File: config.mk
export PLATFORM = sky130hd
export DESIGN_NAME = sdram_cmd_ctrl
export DESIGN_NICKNAME = d
export VERILOG_FILES = /design/src/rtl/sdram_cmd_ctrl.sv
export SDC_FILE = /design/constraint.sdc
export NUM_CORES = 1
export LEC_CHECK = 0
export ABC_AREA = 1
export CAP_MARGIN = 15
export CORE_MARGIN = 10
export CORE_UTILIZATION = 37
export DETAILED_ROUTE_END_ITERATION = 6
export DONT_BUFFER_PORTS = 1
export SYNTH_ARGS = -nofsm -noshare
export SYNTH_HDL_FRONTEND = slang
export SYNTH_SLANG_ARGS = --single-unit
File: constraint.sdc
create_clock -name clk_100m -period 3.4 [get_ports clk_100m]
set_input_delay 0.34 -clock clk_100m [delete_from_list [all_inputs] [get_ports clk_100m]]
set_output_delay 0.34 -clock clk_100m [all_outputs]
set_load 0.02 [all_outputs]
File: src/rtl/sdram_cmd_ctrl.sv
// SDRAM command/timing controller: power-up init, periodic auto-refresh,
// and single-word read/write sequencing for a 16-bit SDRAM. The work_state
// output tells the downstream data path which phase the controller is in.
`timescale 1ns/1ps

module sdram_cmd_ctrl #(
    parameter int          INIT_WAIT    = 20000,
    parameter int          REF_PERIOD   = 781,
    parameter int          INIT_REF_CNT = 8,
    parameter int          T_RP         = 2,
    parameter int          T_RFC        = 7,
    parameter int          T_MRD        = 2,
    parameter int          T_RCD        = 2,
    parameter int          T_WR         = 2,
    parameter int          CAS_LAT      = 3,
    parameter logic [12:0] MODE_REG     = 13'h030
) (
    input  logic        clk_100m,
    input  logic        rst_n,
    input  logic        rd_req,
    input  logic        wr_req,
    input  logic [23:0] sys_addr,
    output logic        init_done,
    output logic        busy,
    output logic        rw_ack,
    output logic        rd_valid,
    output logic [3:0]  work_state,
    output logic        sdram_cke,
    output logic        sdram_cs_n,
    output logic        sdram_ras_n,
    output logic        sdram_cas_n,
    output logic        sdram_we_n,
    output logic [1:0]  sdram_ba,
    output logic [12:0] sdram_addr
);

    // The init wait is the longest interval, so it sizes the shared counter.
    localparam int CNT_W = $clog2(INIT_WAIT + 1);
    localparam int REF_W = $clog2(REF_PERIOD);
    localparam int RN_W  = $clog2(INIT_REF_CNT + 1);

    // {cs_n, ras_n, cas_n, we_n}
    localparam logic [3:0] CMD_NOP  = 4'b0111;
    localparam logic [3:0] CMD_ACT  = 4'b0011;
    localparam logic [3:0] CMD_RD   = 4'b0101;
    localparam logic [3:0] CMD_WR   = 4'b0100;
    localparam logic [3:0] CMD_PRE  = 4'b0010;
    localparam logic [3:0] CMD_REF  = 4'b0001;
    localparam logic [3:0] CMD_LMR  = 4'b0000;

    typedef enum logic [2:0] {
        I_WAIT, I_PRE, I_REF, I_MRS, I_DONE
    } init_t;

    typedef enum logic [3:0] {
        W_IDLE   = 4'd0,
        W_ACTIVE = 4'd1,
        W_TRCD   = 4'd2,
        W_READ   = 4'd3,
        W_CL     = 4'd4,
        W_RD     = 4'd5,
        W_WD     = 4'd7,
        W_TWR    = 4'd8,
        W_PRE    = 4'd9,
        W_TRP    = 4'd10,
        W_AR     = 4'd11,
        W_TRFC   = 4'd12
    } work_t;

    init_t             init_state;
    work_t             state;
    logic [CNT_W-1:0]  cnt;
    logic [RN_W-1:0]   ref_num;
    logic [REF_W-1:0]  ref_cnt;
    logic              ref_pending;
    logic              ref_take;
    logic              is_read;
    logic [1:0]        bank_q;
    logic [8:0]        col_q;
    logic [3:0]        cmd_q;

    assign {sdram_cs_n, sdram_ras_n, sdram_cas_n, sdram_we_n} = cmd_q;
    assign work_state = state;
    assign busy       = !init_done || (state != W_IDLE);
    assign ref_take   = init_done && (state == W_IDLE) && ref_pending;
    // Acknowledge in the idle cycle itself so the address is latched on the
    // same edge that moves the FSM into W_ACTIVE; refresh always wins.
    assign rw_ack     = init_done && (state == W_IDLE) && !ref_pending
                        && (rd_req || wr_req);

    // Refresh interval timer; a wrap raises ref_pending until W_AR is entered.
    always_ff @(posedge clk_100m or negedge rst_n) begin
        if (!rst_n) begin
            ref_cnt     <= '0;
            ref_pending <= 1'b0;
        end else if (init_done) begin
            if (ref_cnt == REF_W'(REF_PERIOD - 1)) begin
                ref_cnt     <= '0;
                ref_pending <= 1'b1;
            end else begin
                ref_cnt <= ref_cnt + 1'b1;
                if (ref_take) begin
                    ref_pending <= 1'b0;
                end
            end
        end
    end

    // Init sequencer followed by the work FSM; every command lasts one cycle.
    always_ff @(posedge clk_100m or negedge rst_n) begin
        if (!rst_n) begin
            init_state <= I_WAIT;
            state      <= W_IDLE;
            cnt        <= '0;
            ref_num    <= '0;
            init_done  <= 1'b0;
            rd_valid   <= 1'b0;
            is_read    <= 1'b0;
            bank_q     <= '0;
            col_q      <= '0;
            cmd_q      <= CMD_NOP;
            sdram_cke  <= 1'b0;
            sdram_ba   <= '0;
            sdram_addr <= '0;
        end else begin
            sdram_cke  <= 1'b1;
            cmd_q      <= CMD_NOP;
            sdram_ba   <= '0;
            sdram_addr <= '0;
            rd_valid   <= 1'b0;
            case (init_state)
                I_WAIT: begin
                    if (cnt == CNT_W'(INIT_WAIT)) begin
                        cmd_q      <= CMD_PRE;
                        sdram_addr <= 13'h0400;
                        cnt        <= '0;
                        init_state <= I_PRE;
                    end else begin
                        cnt <= cnt + 1'b1;
                    end
                end
                I_PRE: begin
                    if (cnt == CNT_W'(T_RP)) begin
                        cmd_q      <= CMD_REF;
                        cnt        <= '0;
                        ref_num    <= RN_W'(1);
                        init_state <= I_REF;
                    end else begin
                        cnt <= cnt + 1'b1;
                    end
                end
                I_REF: begin
                    if (cnt == CNT_W'(T_RFC)) begin
                        cnt <= '0;
                        if (ref_num == RN_W'(INIT_REF_CNT)) begin
                            cmd_q      <= CMD_LMR;
                            sdram_addr <= MODE_REG;
                            init_state <= I_MRS;
                        end else begin
                            cmd_q   <= CMD_REF;
                            ref_num <= ref_num + 1'b1;
                        end
                    end else begin
                        cnt <= cnt + 1'b1;
                    end
                end
                I_MRS: begin
                    if (cnt == CNT_W'(T_MRD - 1)) begin
                        cnt        <= '0;
                        init_done  <= 1'b1;
                        init_state <= I_DONE;
                    end else begin
                        cnt <= cnt + 1'b1;
                    end
                end
                I_DONE: begin
                    case (state)
                        W_IDLE: begin
                            cnt <= '0;
                            if (ref_pending) begin
                                cmd_q <= CMD_REF;
                                state <= W_AR;
                            end else if (rd_req || wr_req) begin
                                cmd_q      <= CMD_ACT;
                                sdram_ba   <= sys_addr[23:22];
                                sdram_addr <= sys_addr[21:9];
                                bank_q     <= sys_addr[23:22];
                                col_q      <= sys_addr[8:0];
                                is_read    <= rd_req;
                                state      <= W_ACTIVE;
                            end
                        end
                        W_ACTIVE: begin
                            cnt   <= '0;
                            state <= W_TRCD;
                        end
                        W_TRCD: begin
                            if (cnt == CNT_W'(T_RCD - 2)) begin
                                cnt        <= '0;
                                cmd_q      <= is_read ? CMD_RD : CMD_WR;
                                sdram_ba   <= bank_q;
                                sdram_addr <= {4'b0000, col_q};
                                state      <= is_read ? W_READ : W_WD;
                            end else begin
                                cnt <= cnt + 1'b1;
                            end
                        end
                        W_READ: begin
                            cnt   <= '0;
                            state <= W_CL;
                        end
                        W_CL: begin
                            if (cnt == CNT_W'(CAS_LAT - 2)) begin
                                cnt      <= '0;
                                rd_valid <= 1'b1;
                                state    <= W_RD;
                            end else begin
                                cnt <= cnt + 1'b1;
                            end
                        end
                        W_RD: begin
                            cmd_q      <= CMD_PRE;
                            sdram_ba   <= bank_q;
                            sdram_addr <= 13'h0400;
                            state      <= W_PRE;
                        end
                        W_WD: begin
                            cnt   <= '0;
                            state <= W_TWR;
                        end
                        W_TWR: begin
                            if (cnt == CNT_W'(T_WR - 1)) begin
                                cnt        <= '0;
                                cmd_q      <= CMD_PRE;
                                sdram_ba   <= bank_q;
                                sdram_addr <= 13'h0400;
                                state      <= W_PRE;
                            end else begin
                                cnt <= cnt + 1'b1;
                            end
                        end
                        W_PRE: begin
                            cnt   <= '0;
                            state <= W_TRP;
                        end
                        W_TRP: begin
                            if (cnt == CNT_W'(T_RP - 2)) begin
                                cnt   <= '0;
                                state <= W_IDLE;
                            end else begin
                                cnt <= cnt + 1'b1;
                            end
                        end
                        W_AR: begin
                            cnt   <= '0;
                            state <= W_TRFC;
                        end
                        W_TRFC: begin
                            if (cnt == CNT_W'(T_RFC - 1)) begin
                                cnt   <= '0;
                                state <= W_IDLE;
                            end else begin
                                cnt <= cnt + 1'b1;
                            end
                        end
                        default: begin
                            cnt   <= '0;
                            state <= W_IDLE;
                        end
                    endcase
                end
                default: begin
                    cnt        <= '0;
                    init_state <= I_WAIT;
                end
            endcase
        end
    end

endmodule

==> results.md <==
* Layout cells sized above 1 at 10.2%
* Class of the most critical setup path: reg2out
* Hold crit path type: in2reg
* CTS Root Cell: clkbuf_8
* CTS tree: yes
* Setup violations, final at 0
* CTS Buf Count at 9
* Worst slew margin at 62.1%
* Clock Latency Late Sink at 0.36 ns
* Clk network pwr share at 47.4%
* Post-DP Area at 4150 um2
* Slew Limit Fails at 0
* Row cnt at 38
* Reg2reg setup slack at 1.23 ns
* Status: finished, final reports clean
* Sw Share at 23.5%
* Cells after DPL at 683
* Die W at 124 um
* Seq cells post-synth at 70
* Setup TNS at 0 ns
* Place WS at 1.02 ns
* Global-route wire length before repair at 16500 um
* Antenna Nets Post-Route at 0
* Period Utilization, post-route at 80.6%
* Power per cell area at 375 nW/um2
* HPWL Detailed at 7090 um
* Final Cell Area at 4410 um2
* Initial core utilization at 37.6%
* RePlAce Congestion at 0.874
* Buffers on Ports at 0
* Remaining Overflow, GRT at 0
* Comb pwr share at 2.2%
* Synth Instances at 552
* Hold Crit Start: sys_addr[21]
* Crit-path cells: nor2_4 > inv_1 > nor2_2 > nand2_1 > nor2_4 > inv_1 > nor2_1
* Die H at 124 um
* Worst Setup Start Kind: flop
* Sw Pwr at 0.000389 W
* Maxcap violations at 0
* DRT iter0 DRCs at 247
* Final cell count without fillers at 701
* Vias in the first global route at 3408
* Fill cells at 1120
* Syn avg cell area at 7.32 um2
* Worst Tran Pin Value at 0.568 ns
* Hold slack at 0.0695 ns
* Core Box Area at 10700 um2
* RSZ-0062 raised after global routing: no
* Net Count, Synth at 588
* Area Growth Syn to Fin at 9.29%
* Synth unique cells at 38
* Worst Setup End Kind: output port
* Main synth FF type: dfrtp_1
* Via count at 3474
* CP max stage delay at 0.57 ns
* Worst r2r src: work_state[0]
* FF+latch area at 1760 um2
* Final hold vios at 0
* Drt pass-1 iters at 5
* Clock buffer depth at 2
* Setup WS post-layout at 0.660 ns
* Peak VDD IR at 199 uV
* Post-route DRC at 0
* Initial antenna violation count at 0
* Largest net degree at the start of global routing at 71
* EDFF count, synth at 0
* Crit-path slowest cell: dfrtp_1
* Via/cell ratio at 4.96
* CP bufs+invs at 2
* P_int at 0.00127 W
* Leakage power at 2.23 nW
* Ys async rst share at 100%
* Final Skew at 0.0214 ns
* Post-synthesis sequential area ratio at 43.5%
* Clock sink count at 70
* WP data required at 3.06 ns
* Drt wl/cell at 13.9 um
* Total Routing Usage GR at 12.5%
* Diodes inserted at 0
* Die area at 15500 um2
* CP max FO at 22
* CTS clk-pin slew, worst paths at 0.10 ns
* Yosys warns at 0
* Worst reg2reg endpoint: bank_q[0]
* Delay-heaviest family, CP: simple AND/OR/NAND/NOR gates
* Number of H-tree levels at 3
* Final #Nets at 592
* Synthesized area at 4040 um2
* Reg2Reg Depth at 8
* Critical path arrival at 2.40 ns
* Min-Delay Path Depth at 2
* Fin crit period at 2.74 ns
* Ports at 56
* Hold EP: sdram_addr[12]
* Total Wirelength at 9720 um
* Area of the multi-input gates at 1950 um2
* Flop pwr share at 50.3%
* F_max at 0.365 GHz
## synth_stat cells (all sizes together) (3+ instances only)
cell type,number,area share [%]
a21oi,12,1.5
a22oi,5,0.93
buf,8,1.6
dfrtp,67,42
dfstp,3,2.0
ha,8,2.5
inv,69,6.4
nand2,177,17
nand3,47,6.3
nand4,9,1.4
nor2,77,8.8
nor3,12,1.5
o21ai,32,4.0
or2,3,0.46
xor2,5,1.1
## power groups by stage
| stage | sequential [W] | clock (W) | combinational [W] |
|---|---|---|---|
| finish | 0.000834 | 0.000786 | 0.0000366 |
| global route | 0.000834 | 0.000845 | 0.0000431 |
| CTS | 0.000834 | 0.000807 | 0.0000384 |
| detailed placement | 0.000850 | 0 | 0.0000160 |
| global placement | 0.000850 | 0 | 0.0000163 |
| floorplan | 0.000850 | 0 | 0.0000154 |
## timing repair
item,in CTS,in global routing
hold buffers,2,0
endpoints found under the hold margin,70,0
setup buffers,0,0
gates resized for setup,0,0
## registers in the layout (all words and copies together) (netlist names)
register,count
col_q,9
ref_cnt,10
rd_valid,1
sdram_ba,2
is_read,1
cnt,15
init_state,3
bank_q,2
ref_pending,1
sdram_cke,1
ref_num,4
cmd_q,3
work_state,4
init_done,1
sdram_addr,13
## worst max path at each step
stage                   from  endpoint  slack (ns)  cells after the start
2_1_floorplan  work_state[0]    rw_ack        1.62                      7
3_3_place_gp   work_state[0]    rw_ack        1.11                      7
3_5_place_dp   work_state[0]    rw_ack        1.02                      7
4_1_cts        work_state[0]    rw_ack        0.63                      7
5_1_grt        work_state[0]    rw_ack        0.44                      7
6_report       work_state[0]    rw_ack        0.66                      7
## routing by layer
| layer | share of wire, % | vias up | GRT usage, % |
|---|---|---|---|
| li1 | - | 1743 | - |
| met1 | 45 | 1639 | 15.5 |
| met2 | 50 | 82 | 20.9 |
| met3 | 4.2 | 10 | 3.06 |
| met4 | 1.4 | 0 | 3.91 |
| met5 | 0 | - | 0 |
## layout by cell type (no fill, tap or decap), types with 2 or more instances in the layout
master     Yosys  final
a21oi_1       12     12
o21ai_1        3      3
xor2_1         5      5
dfrtp_1       67     67
inv_6          0      3
ha_1           8      8
nand3b_1       2      2
nand4_1        9      9
inv_2          3      3
bufinv_16      0      2
clkbuf_8       0      9
nor3_1        12     12
nor2_4         5      5
nand2_1      166    166
nand3_1       45     45
dfstp_2        3      3
nor2_2        11     11
a31oi_1        2      2
inv_1         66     66
conb_1         2      2
nand2_2       10     10
xnor2_1        2      2
nor2_1        61     61
a22oi_1        5      5
o21ai_0       29     29
or2_2          3      3
## cell type report
type	count	area share, %
Inverter	69	5.87
Clock buffer	9	2.81
Sequential cell	70	39.8
Tap cell	140	3.97
Timing Repair Buffer	3	1.02
Multi-Input combinational cell	403	44.2
Clock inverter	7	2.32
## cells by family after synthesis
kind of cell / share of synthesized area [%]
AND/OR/NAND/NOR: 36.5
buffers and inverters: 8.18
flip-flops: 43.5
AO/OA/AOI/OAI: 7.68
adder cells (fa/ha/maj): 2.48
XOR/XNOR: 1.52
other: 0.186
## metrics by stage
stage | util, % | total power [W]
finish | 41.1 | 0.00166
global route | 41.1 | 0.00172
CTS | 41.1 | 0.00168
detailed placement | 38.6 | 0.000866
global placement | 38.6 | 0.000866
floorplan | - | 0.000866
Note: power is estimated with default switching activity, not from simulation.
